### config.mk
export PLATFORM = sky130hd
export DESIGN_NAME = mm_access_unit
export DESIGN_NICKNAME = d
export VERILOG_FILES = /design/src/rtl/mm_access_unit_pkg.sv /design/src/rtl/mm_access_unit_load_align.sv /design/src/rtl/mm_access_unit.sv
export SDC_FILE = /design/constraint.sdc
export NUM_CORES = 1
export LEC_CHECK = 0
export CORE_MARGIN = 1.5
export CORE_UTILIZATION = 30
export DETAILED_ROUTE_END_ITERATION = 10
export DONT_BUFFER_PORTS = 1
export HOLD_SLACK_MARGIN = 0.12
export SETUP_SLACK_MARGIN = 0.4
export SLEW_MARGIN = 20
export SYNTH_ARGS = -nofsm -noshare
export SYNTH_HDL_FRONTEND = slang
export SYNTH_SLANG_ARGS = --single-unit
### constraint.sdc
create_clock -name clk -period 6.55 [get_ports clk]
set_clock_uncertainty 0.05 [all_clocks]
set_input_delay 0.9825 -clock clk [delete_from_list [all_inputs] [get_ports clk]]
set_output_delay 0.9825 -clock clk [all_outputs]
set_load 0.1 [all_outputs]
### src/rtl/mm_access_unit_pkg.sv
// Shared encodings, bus payload type and helpers for the MM1 load/store access unit.
package mm_access_unit_pkg;

    localparam int unsigned DATA_W = 32;
    localparam int unsigned ADDR_W = 32;
    localparam int unsigned STRB_W = 4;

    localparam logic [1:0] SZ_B   = 2'b00;
    localparam logic [1:0] SZ_H   = 2'b01;
    localparam logic [1:0] SZ_W   = 2'b10;
    localparam logic [1:0] SZ_RSV = 2'b11;

    typedef enum logic [1:0] {
        ST_IDLE = 2'b00,
        ST_REQ  = 2'b01,
        ST_WAIT = 2'b10,
        ST_DROP = 2'b11
    } state_e;

    typedef struct packed {
        logic              wr;
        logic [1:0]        size;
        logic [ADDR_W-1:0] addr;
        logic [STRB_W-1:0] wstrb;
        logic [DATA_W-1:0] wdata;
    } bus_req_t;

    // The reserved encoding behaves exactly like a word access.
    function automatic logic [1:0] norm_size(input logic [1:0] sz);
        return (sz == SZ_RSV) ? SZ_W : sz;
    endfunction

    function automatic logic misaligned(input logic [1:0] sz, input logic [1:0] lo);
        case (norm_size(sz))
            SZ_H:    return lo[0];
            SZ_W:    return (lo != 2'b00);
            default: return 1'b0;
        endcase
    endfunction

    // Word-aligned bus request with store data replicated across the addressed lanes.
    function automatic bus_req_t build_req(input logic we, input logic [1:0] sz,
                                           input logic [ADDR_W-1:0] addr,
                                           input logic [DATA_W-1:0] wdata);
        bus_req_t r;
        r      = '0;
        r.wr   = we;
        r.size = norm_size(sz);
        r.addr = {addr[ADDR_W-1:2], 2'b00};
        case (r.size)
            SZ_B: begin
                r.wdata = {4{wdata[7:0]}};
                r.wstrb = STRB_W'(4'b0001 << addr[1:0]);
            end
            SZ_H: begin
                r.wdata = {2{wdata[15:0]}};
                r.wstrb = addr[1] ? 4'b1100 : 4'b0011;
            end
            default: begin
                r.wdata = wdata;
                r.wstrb = 4'b1111;
            end
        endcase
        if (!we) begin
            r.wstrb = '0;
        end
        return r;
    endfunction

endpackage

### src/rtl/mm_access_unit_load_align.sv
// Load-data lane select plus sign/zero extension.
module mm_load_align
    import mm_access_unit_pkg::*;
(
    input  logic [DATA_W-1:0] i_rdata,
    input  logic [1:0]        i_addr_lo,
    input  logic [1:0]        i_size,
    input  logic              i_unsigned,
    output logic [DATA_W-1:0] o_data
);

    logic [7:0]  w_byte;
    logic [15:0] w_half;

    always_comb begin
        case (i_addr_lo)
            2'd0:    w_byte = i_rdata[7:0];
            2'd1:    w_byte = i_rdata[15:8];
            2'd2:    w_byte = i_rdata[23:16];
            default: w_byte = i_rdata[31:24];
        endcase
        w_half = i_addr_lo[1] ? i_rdata[31:16] : i_rdata[15:0];

        case (norm_size(i_size))
            SZ_B:    o_data = i_unsigned ? {24'b0, w_byte} : {{24{w_byte[7]}}, w_byte};
            SZ_H:    o_data = i_unsigned ? {16'b0, w_half} : {{16{w_half[15]}}, w_half};
            default: o_data = i_rdata;
        endcase
    end

endmodule

### src/rtl/mm_access_unit.sv
// MM1 load/store access unit: issues one bus transfer per access, handles flush and misalignment.
module mm_access_unit
    import mm_access_unit_pkg::*;
(
    input  logic              clk,
    input  logic              rst_n,
    input  logic              mm_valid,
    input  logic              mm_re,
    input  logic              mm_we,
    input  logic [1:0]        mm_access_sz,
    input  logic              mm_ld_unsigned,
    input  logic [ADDR_W-1:0] mm_addr,
    input  logic [DATA_W-1:0] mm_wdata,
    input  logic              flush,
    output logic              data_req,
    output logic              data_wr,
    output logic [1:0]        data_size,
    output logic [ADDR_W-1:0] data_addr,
    output logic [STRB_W-1:0] data_wstrb,
    output logic [DATA_W-1:0] data_wdata,
    input  logic              data_addr_ok,
    input  logic              data_data_ok,
    input  logic [DATA_W-1:0] data_rdata,
    output logic              mm_stall,
    output logic              mm_done,
    output logic [DATA_W-1:0] mm_rdata,
    output logic              mm_ale
);

    state_e            r_state;
    state_e            w_next;
    bus_req_t          r_req;
    bus_req_t          w_new_req;
    bus_req_t          w_bus;
    logic [1:0]        r_addr_lo;
    logic              r_ld_unsigned;
    logic [DATA_W-1:0] r_rdata;
    logic [DATA_W-1:0] w_ld_data;
    logic              w_access;
    logic              w_misalign;
    logic              w_issue;
    logic              w_done;

    // Access decode; gating with rst_n keeps the bus quiet while reset is held.
    always_comb begin
        w_access   = rst_n & mm_valid & (mm_re | mm_we);
        w_misalign = misaligned(mm_access_sz, mm_addr[1:0]);
        w_new_req  = build_req(mm_we, mm_access_sz, mm_addr, mm_wdata);
        w_issue    = (r_state == ST_IDLE) & w_access & ~w_misalign & ~flush;
    end

    always_ff @(posedge clk or negedge rst_n) begin
        if (!rst_n) begin
            r_state <= ST_IDLE;
        end else begin
            r_state <= w_next;
        end
    end

    always_comb begin
        w_next = r_state;
        case (r_state)
            ST_IDLE: begin
                if (w_issue) begin
                    w_next = data_addr_ok ? ST_WAIT : ST_REQ;
                end
            end
            ST_REQ: begin
                if (data_addr_ok) begin
                    w_next = flush ? ST_DROP : ST_WAIT;
                end else if (flush) begin
                    w_next = ST_IDLE;
                end
            end
            ST_WAIT: begin
                // Data arriving with the flush completes the transfer, so no DROP is needed.
                if (data_data_ok) begin
                    w_next = ST_IDLE;
                end else if (flush) begin
                    w_next = ST_DROP;
                end
            end
            ST_DROP: begin
                if (data_data_ok) begin
                    w_next = ST_IDLE;
                end
            end
            default: w_next = ST_IDLE;
        endcase
    end

    always_comb begin
        data_req = 1'b0;
        mm_stall = 1'b0;
        mm_ale   = 1'b0;
        w_done   = 1'b0;
        w_bus    = r_req;
        case (r_state)
            ST_IDLE: begin
                data_req = w_issue;
                mm_stall = w_issue;
                mm_ale   = w_access & w_misalign & ~flush;
                if (w_issue) begin
                    w_bus = w_new_req;
                end
            end
            ST_REQ: begin
                data_req = 1'b1;
                mm_stall = 1'b1;
            end
            ST_WAIT: begin
                mm_stall = 1'b1;
                w_done   = data_data_ok & ~flush;
            end
            default: ;
        endcase
        data_wr    = w_bus.wr;
        data_size  = w_bus.size;
        data_addr  = w_bus.addr;
        data_wdata = w_bus.wdata;
        data_wstrb = data_req ? w_bus.wstrb : '0;
        mm_done    = w_done;
        mm_rdata   = (w_done & ~r_req.wr) ? w_ld_data : r_rdata;
    end

    // Request is captured on IDLE exit so the bus stays stable while waiting for addr_ok.
    always_ff @(posedge clk or negedge rst_n) begin
        if (!rst_n) begin
            r_req         <= '0;
            r_addr_lo     <= 2'b00;
            r_ld_unsigned <= 1'b0;
            r_rdata       <= '0;
        end else begin
            if (w_issue) begin
                r_req         <= w_new_req;
                r_addr_lo     <= mm_addr[1:0];
                r_ld_unsigned <= mm_ld_unsigned;
            end
            if (w_done & ~r_req.wr) begin
                r_rdata <= w_ld_data;
            end
        end
    end

    mm_load_align u_load_align (
        .i_rdata    (data_rdata),
        .i_addr_lo  (r_addr_lo),
        .i_size     (r_req.size),
        .i_unsigned (r_ld_unsigned),
        .o_data     (w_ld_data)
    );

endmodule

Yosys cells after proc, flatten, opt, wreduce, memory -nomap -nowiden
Cells that the tools add are included.
{ "op_classes": {"n_eq_ne": 14, "n_shift": 1, "muxes": 28, "n_bitwise": 13, "reduce_logical": 7} }
{ "op_table": {"columns": ["cell", "count"], "rows": [
  ["$mux W71", 2],
  ["$mux W32", 3],
  ["$pmux W36 S2", 1],
  ["$pmux W32 S2", 1],
  ["$pmux W8 S3", 1],
  ["$mux W2", 9],
  ["$mux W16", 1],
  ["$eq A2 B2 Y1 const B", 6],
  ["$mux W4", 3],
  ["$and A1 B1 Y1", 9],
  ["$eq A2 B1 Y1 const B", 4],
  ["$logic_not A2 Y1", 4],
  ["$pmux W2 S4", 1],
  ["$ne A3 B3 Y1 const B", 2],
  ["$pmux W1 S2", 3],
  ["$ne A2 B2 Y1 const B", 2],
  ["$reduce_and A4 Y1", 1],
  ["$shl A1 B2 Y4 const A", 1],
  ["$mux W1", 3],
  ["$not A1 Y1", 3],
  ["$reduce_bool A2 Y1", 1],
  ["$reduce_or A2 Y1", 1],
  ["$or A1 B1 Y1", 1]
]} }
{ "word_totals": {"ff_bits": 108, "inputBits": 107, "out_inout_bits": 107, "wordCells": 72} }

Depth between registers and ports, before layout
{ "depth": {"depth_word": 10, "mapped_depth": 9, "depth_no_buf": 6} }

Modules after synthesis
Synthesis repeated with hierarchy kept, for this count alone.
{ "unflattened": {"cells_unflattened": 624, "hier_area_um2": 5739.3} }
{ "by_module_without_submodules": {"columns": ["mod", "n_inst", "cells_each", "area_per_inst_um2", "seq_area_each_um2"], "rows": [
  ["mm_access_unit", 1, 509, 4893.4, 2702.6],
  ["mm_load_align", 1, 115, 845.8, 0.0]
]} }

Worst setup path after synthesis
OpenSTA, ideal clock, no wires.
{ "synth_path": {"kind": "input-to-output", "from": "input port mm_access_sz[1]", "to": "output port data_wdata[8]", "t_arrival_ns": 3.997, "required_ns": 5.517, "path_slack_ns": 1.520, "path_stages": 7, "n_path_buf": 4, "cell_sequence": "clkbuf_1 -> o21ai_1 -> o2111ai_1 -> buf_2 -> buf_6 -> buf_2 -> o21ai_0"} }
{ "synth_between": {"elab_chain_len": 9, "elab_cells_between_ends": 12, "classes_between": "3 x eq/ne; 5 x mux; 3 x bitwise; 1 x reduce/logical"} }
{ "synth_rtl": {"columns": ["element", "line", "source"], "rows": [
  ["from (decl)", "mm_access_unit.sv:10", "input logic [1:0] mm_access_sz,"],
  ["$eq A2 B2 Y1", "mm_access_unit_pkg.sv:30", "return (sz == SZ_RSV) ? SZ_W : sz;"],
  ["$mux W2 *", "mm_access_unit_pkg.sv:30", null],
  ["$eq A2 B2 Y1 or $eq A2 B1 Y1 (tied branches)", "mm_access_unit_pkg.sv:34, mm_access_unit_pkg.sv:50", null],
  ["$pmux W1 S2", "mm_access_unit_pkg.sv:34", "case (norm_size(sz))"],
  ["$not A1 Y1", "mm_access_unit.sv:49", "w_issue = (r_state == ST_IDLE) & w_access & ~w_misalign & ~flush;"],
  ["$and A1 B1 Y1 (2 in a row)", "mm_access_unit.sv:49", null],
  ["$mux W71 *", "mm_access_unit.sv:103", "if (w_issue) begin"],
  ["$mux W71 *", "mm_access_unit.sv:98", "case (r_state)"],
  ["to (decl)", "mm_access_unit.sv:20", "output logic [DATA_W-1:0] data_wdata,"]
]} }
Every way passes the cells marked *; elsewhere a longest branch is shown, timed or not.

Worst setup path in the final report
{ "layout_path": {"from": "register r_addr_lo[1]", "to": "output port mm_rdata[19]"} }
{ "layout_between": {"elab_chain_len": 5, "elab_cells_between_ends": 9, "classes_between": "2 x eq/ne; 6 x mux; 1 x reduce/logical"} }
{ "layout_rtl": {"columns": ["element", "line", "source"], "rows": [
  ["from (decl)", "mm_access_unit.sv:35", "logic [1:0] r_addr_lo;"],
  ["from (signal assigned)", "mm_access_unit.sv:136", "r_addr_lo <= mm_addr[1:0];"],
  ["$eq A2 B2 Y1 (tied with other cells)", "mm_access_unit_load_align.sv:16", "case (i_addr_lo)"],
  ["$pmux W8 S3", "mm_access_unit_load_align.sv:16", null],
  ["$mux W32", "mm_access_unit_load_align.sv:25", "SZ_B: o_data = i_unsigned ? {24'b0, w_byte} : {{24{w_byte[7]}}, w_byte};"],
  ["$pmux W32 S2 *", "mm_access_unit_load_align.sv:24", "case (norm_size(i_size))"],
  ["$mux W32 *", "mm_access_unit.sv:123", "mm_rdata = (w_done & ~r_req.wr) ? w_ld_data : r_rdata;"],
  ["to (decl)", "mm_access_unit.sv:26", "output logic [DATA_W-1:0] mm_rdata,"]
]} }
Marked as above.

==> impl_metrics.tcl <==
set metrics [dict create \
    tns_ns 0 \
    row_count 50 \
    fill_cells 1894 \
    die_y_um 142 \
    drv_slew 0 \
    synthArstFlopShare_pct 100 \
    clockBufferDepth 2 \
    final_nets 651 \
    drc_errors 0 \
    h-tree-depth 3 \
    regToRegStartpoint "r_addr_lo[1]" \
    syn_to_final_growth_pct 13.7 \
    grt_pass1_wl_um 24800 \
    ctsHoldBuffers 0 \
    insertion_delay_ns 0.35 \
    critPathKind "reg2out" \
    synth_area_per_cell_um2 10.3 \
    post-route-min-period_ns 4.17 \
    synth_cell_types 38 \
    synth_nets 669 \
    grt_overflow 0 \
    endpoint "mm_rdata[19]" \
    crit_path_max_fanout 16 \
    run_status "completed" \
    drive_gt1_share_pct 30.9 \
    grt_pass1_vias 4357 \
    slew_headroom_pct 20.4 \
    gr-usage-all-layers_pct 16.0 \
    ant_nets 0 \
    reg2reg_to "r_rdata[28]" \
    place_congestion 0.865 \
    cts_tree "done" \
    drt-total-wl_um 15800 \
    routed-via-count 4236 \
    synthFlopType "dfrtp_1" \
    min_path_type "in2async" \
    arrival_ns 3.14 \
    start_util_pct 30.7 \
    diodes 0 \
    rrSetupSlack_ns 3.24 \
    postSynthCellCount 557 \
    final_common_cell "dfrtp_1" \
    rsz0062_at_grt "false" \
    ys_ff_latch 108 \
    path_clk_slew_ns 0.07 \
    endpoint_kind "primary output" \
    hpwl_um 11800 \
    max_freq_mhz 240 \
    crit_path_start_kind "flip-flop" \
    drt_iter0_drc 147 \
    postCtsSetupBuffers 0 \
    clock_sinks 108 \
    synth_warnings 0 \
    cts-resized-gates 0 \
    portBuffers 0 \
    ioPinCount 214 \
    finalHoldViolCount 0 \
    first_pass_iters 4 \
    final-setup-viol-count 0 \
    die_x_um 142 \
    layout_common_cells "dfrtp_1, mux2_2, nand2_1" \
    antenna_found_initial 0 \
    synth_edf_count 0 \
    min_period_over_period_pct 63.7 \
    root_buffer "clkbuf_16" \
    worst_slew_pin_slew_ns 1.20 \
    ys_seq_area_share_pct 46.9 \
    crit_path_start "r_addr_lo[1]" \
    grt_max_degree 128 \
    core_area_um2 18800 \
    numCtsBuffers 9 \
    critPathRequiredTime_ns 5.52 \
    die_area_um2 20000 \
    viasPerCell 5.44 \
    wl_per_cell_um 20.3 \
    rr_worst_depth 4 \
    syn-cell-area_um2 5760 \
    cap_violations 0 \
]
## metal layers
| layer | track usage, % | share of wire (%) | vias to the layer above |
|---|---|---|---|
| met3 | 7.09 | 12 | 19 |
| met1 | 17.9 | 37 | 2037 |
| li1 | - | - | 1974 |
| met5 | 0 | 0 | - |
| met2 | 27.1 | 49 | 206 |
| met4 | 5.43 | 2.1 | 0 |
## critical path, cell delays in order (launching register included)
cell and delay (ns):
dfrtp_1 0.75, mux2i_1 0.38, nor2_1 0.10, o21ai_2 0.56, nand3_1 0.98
## cells by family after synthesis
family	after synthesis	synth area share, %
flip-flops	108	46.9
multiplexers	119	22.8
XOR/XNOR	2	0.304
buffers and inverters	49	3.89
AND/OR/NAND/NOR	146	11.7
adder cells (fa/ha/maj)	5	1.09
AO/OA/AOI/OAI	128	13.3
## worst min path at each step
stage | startpoint | to | slack, ns
2_1_floorplan | r_req[10] | r_req[10] | 0.39
3_3_place_gp | r_req[36] | r_req[36] | 0.41
3_5_place_dp | r_req[36] | r_req[36] | 0.42
4_1_cts | rst_n | r_req[8] | 0.25
5_1_grt | rst_n | r_req[17] | 0.24
6_report | rst_n | r_rdata[11] | 0.27
## sequential cells by signal, summed over array words and instances, names as in the netlist
name and cells:
r_addr_lo 2, r_ld_unsigned 1, r_rdata 32, r_req 71
r_state 2
## cell type report
| type | instances | area, µm² | share of cell area (%) |
|---|---|---|---|
| clock buffer | 10 | 229 | 3.50 |
| tap | 234 | 293 | 4.47 |
| sequential | 108 | 2700 | 41.3 |
| clock inverter | 6 | 65.1 | 0.994 |
| timing repair buffer | 13 | 110 | 1.68 |
| multi-input combinational | 400 | 3120 | 47.7 |
| inverter | 7 | 26.3 | 0.401 |
## synth_stat cells (2+ instances only)
cell type	count	share of area, %
a21o_1	6	0.78
a21oi_1	30	2.6
a22o_1	6	0.91
a22oi_1	8	1.0
a311oi_1	6	0.91
a31o_2	4	0.61
and2_1	4	0.43
buf_2	14	1.2
buf_4	4	0.52
clkbuf_1	23	1.5
dfrtp_1	108	47
ha_1	5	1.1
inv_1	7	0.46
mux2_2	84	16
mux2i_1	33	5.7
nand2_1	61	4.0
nand2b_1	6	0.65
nand3_1	34	3.0
nor2_1	19	1.2
nor2b_1	3	0.33
nor3_1	7	0.61
o21ai_0	56	4.9
o21ai_1	2	0.17
o31ai_1	7	0.91
or3_1	7	0.76
## through the flow
| step | worst slack (ns) | utilization (%) | instance area [µm²] | instances | hold slack [ns] |
|---|---|---|---|---|---|
| 2_1_floorplan | 1.52 | - | 5760 | 557 | 0.389 |
| 3_3_place_gp | 2.23 | 33.2 | 6230 | 762 | 0.411 |
| 3_5_place_dp | 2.13 | 33.3 | 6250 | 762 | 0.416 |
| 4_1_cts | 1.92 | 34.8 | 6540 | 778 | 0.246 |
| 5_1_grt | 2.15 | 34.9 | 6550 | 778 | 0.241 |
| 6_report | 2.38 | 34.9 | 6550 | 778 | 0.273 |
Power is not shown: default switching activity piles up to over one toggle a cycle in this logic, so the estimate is an artifact.
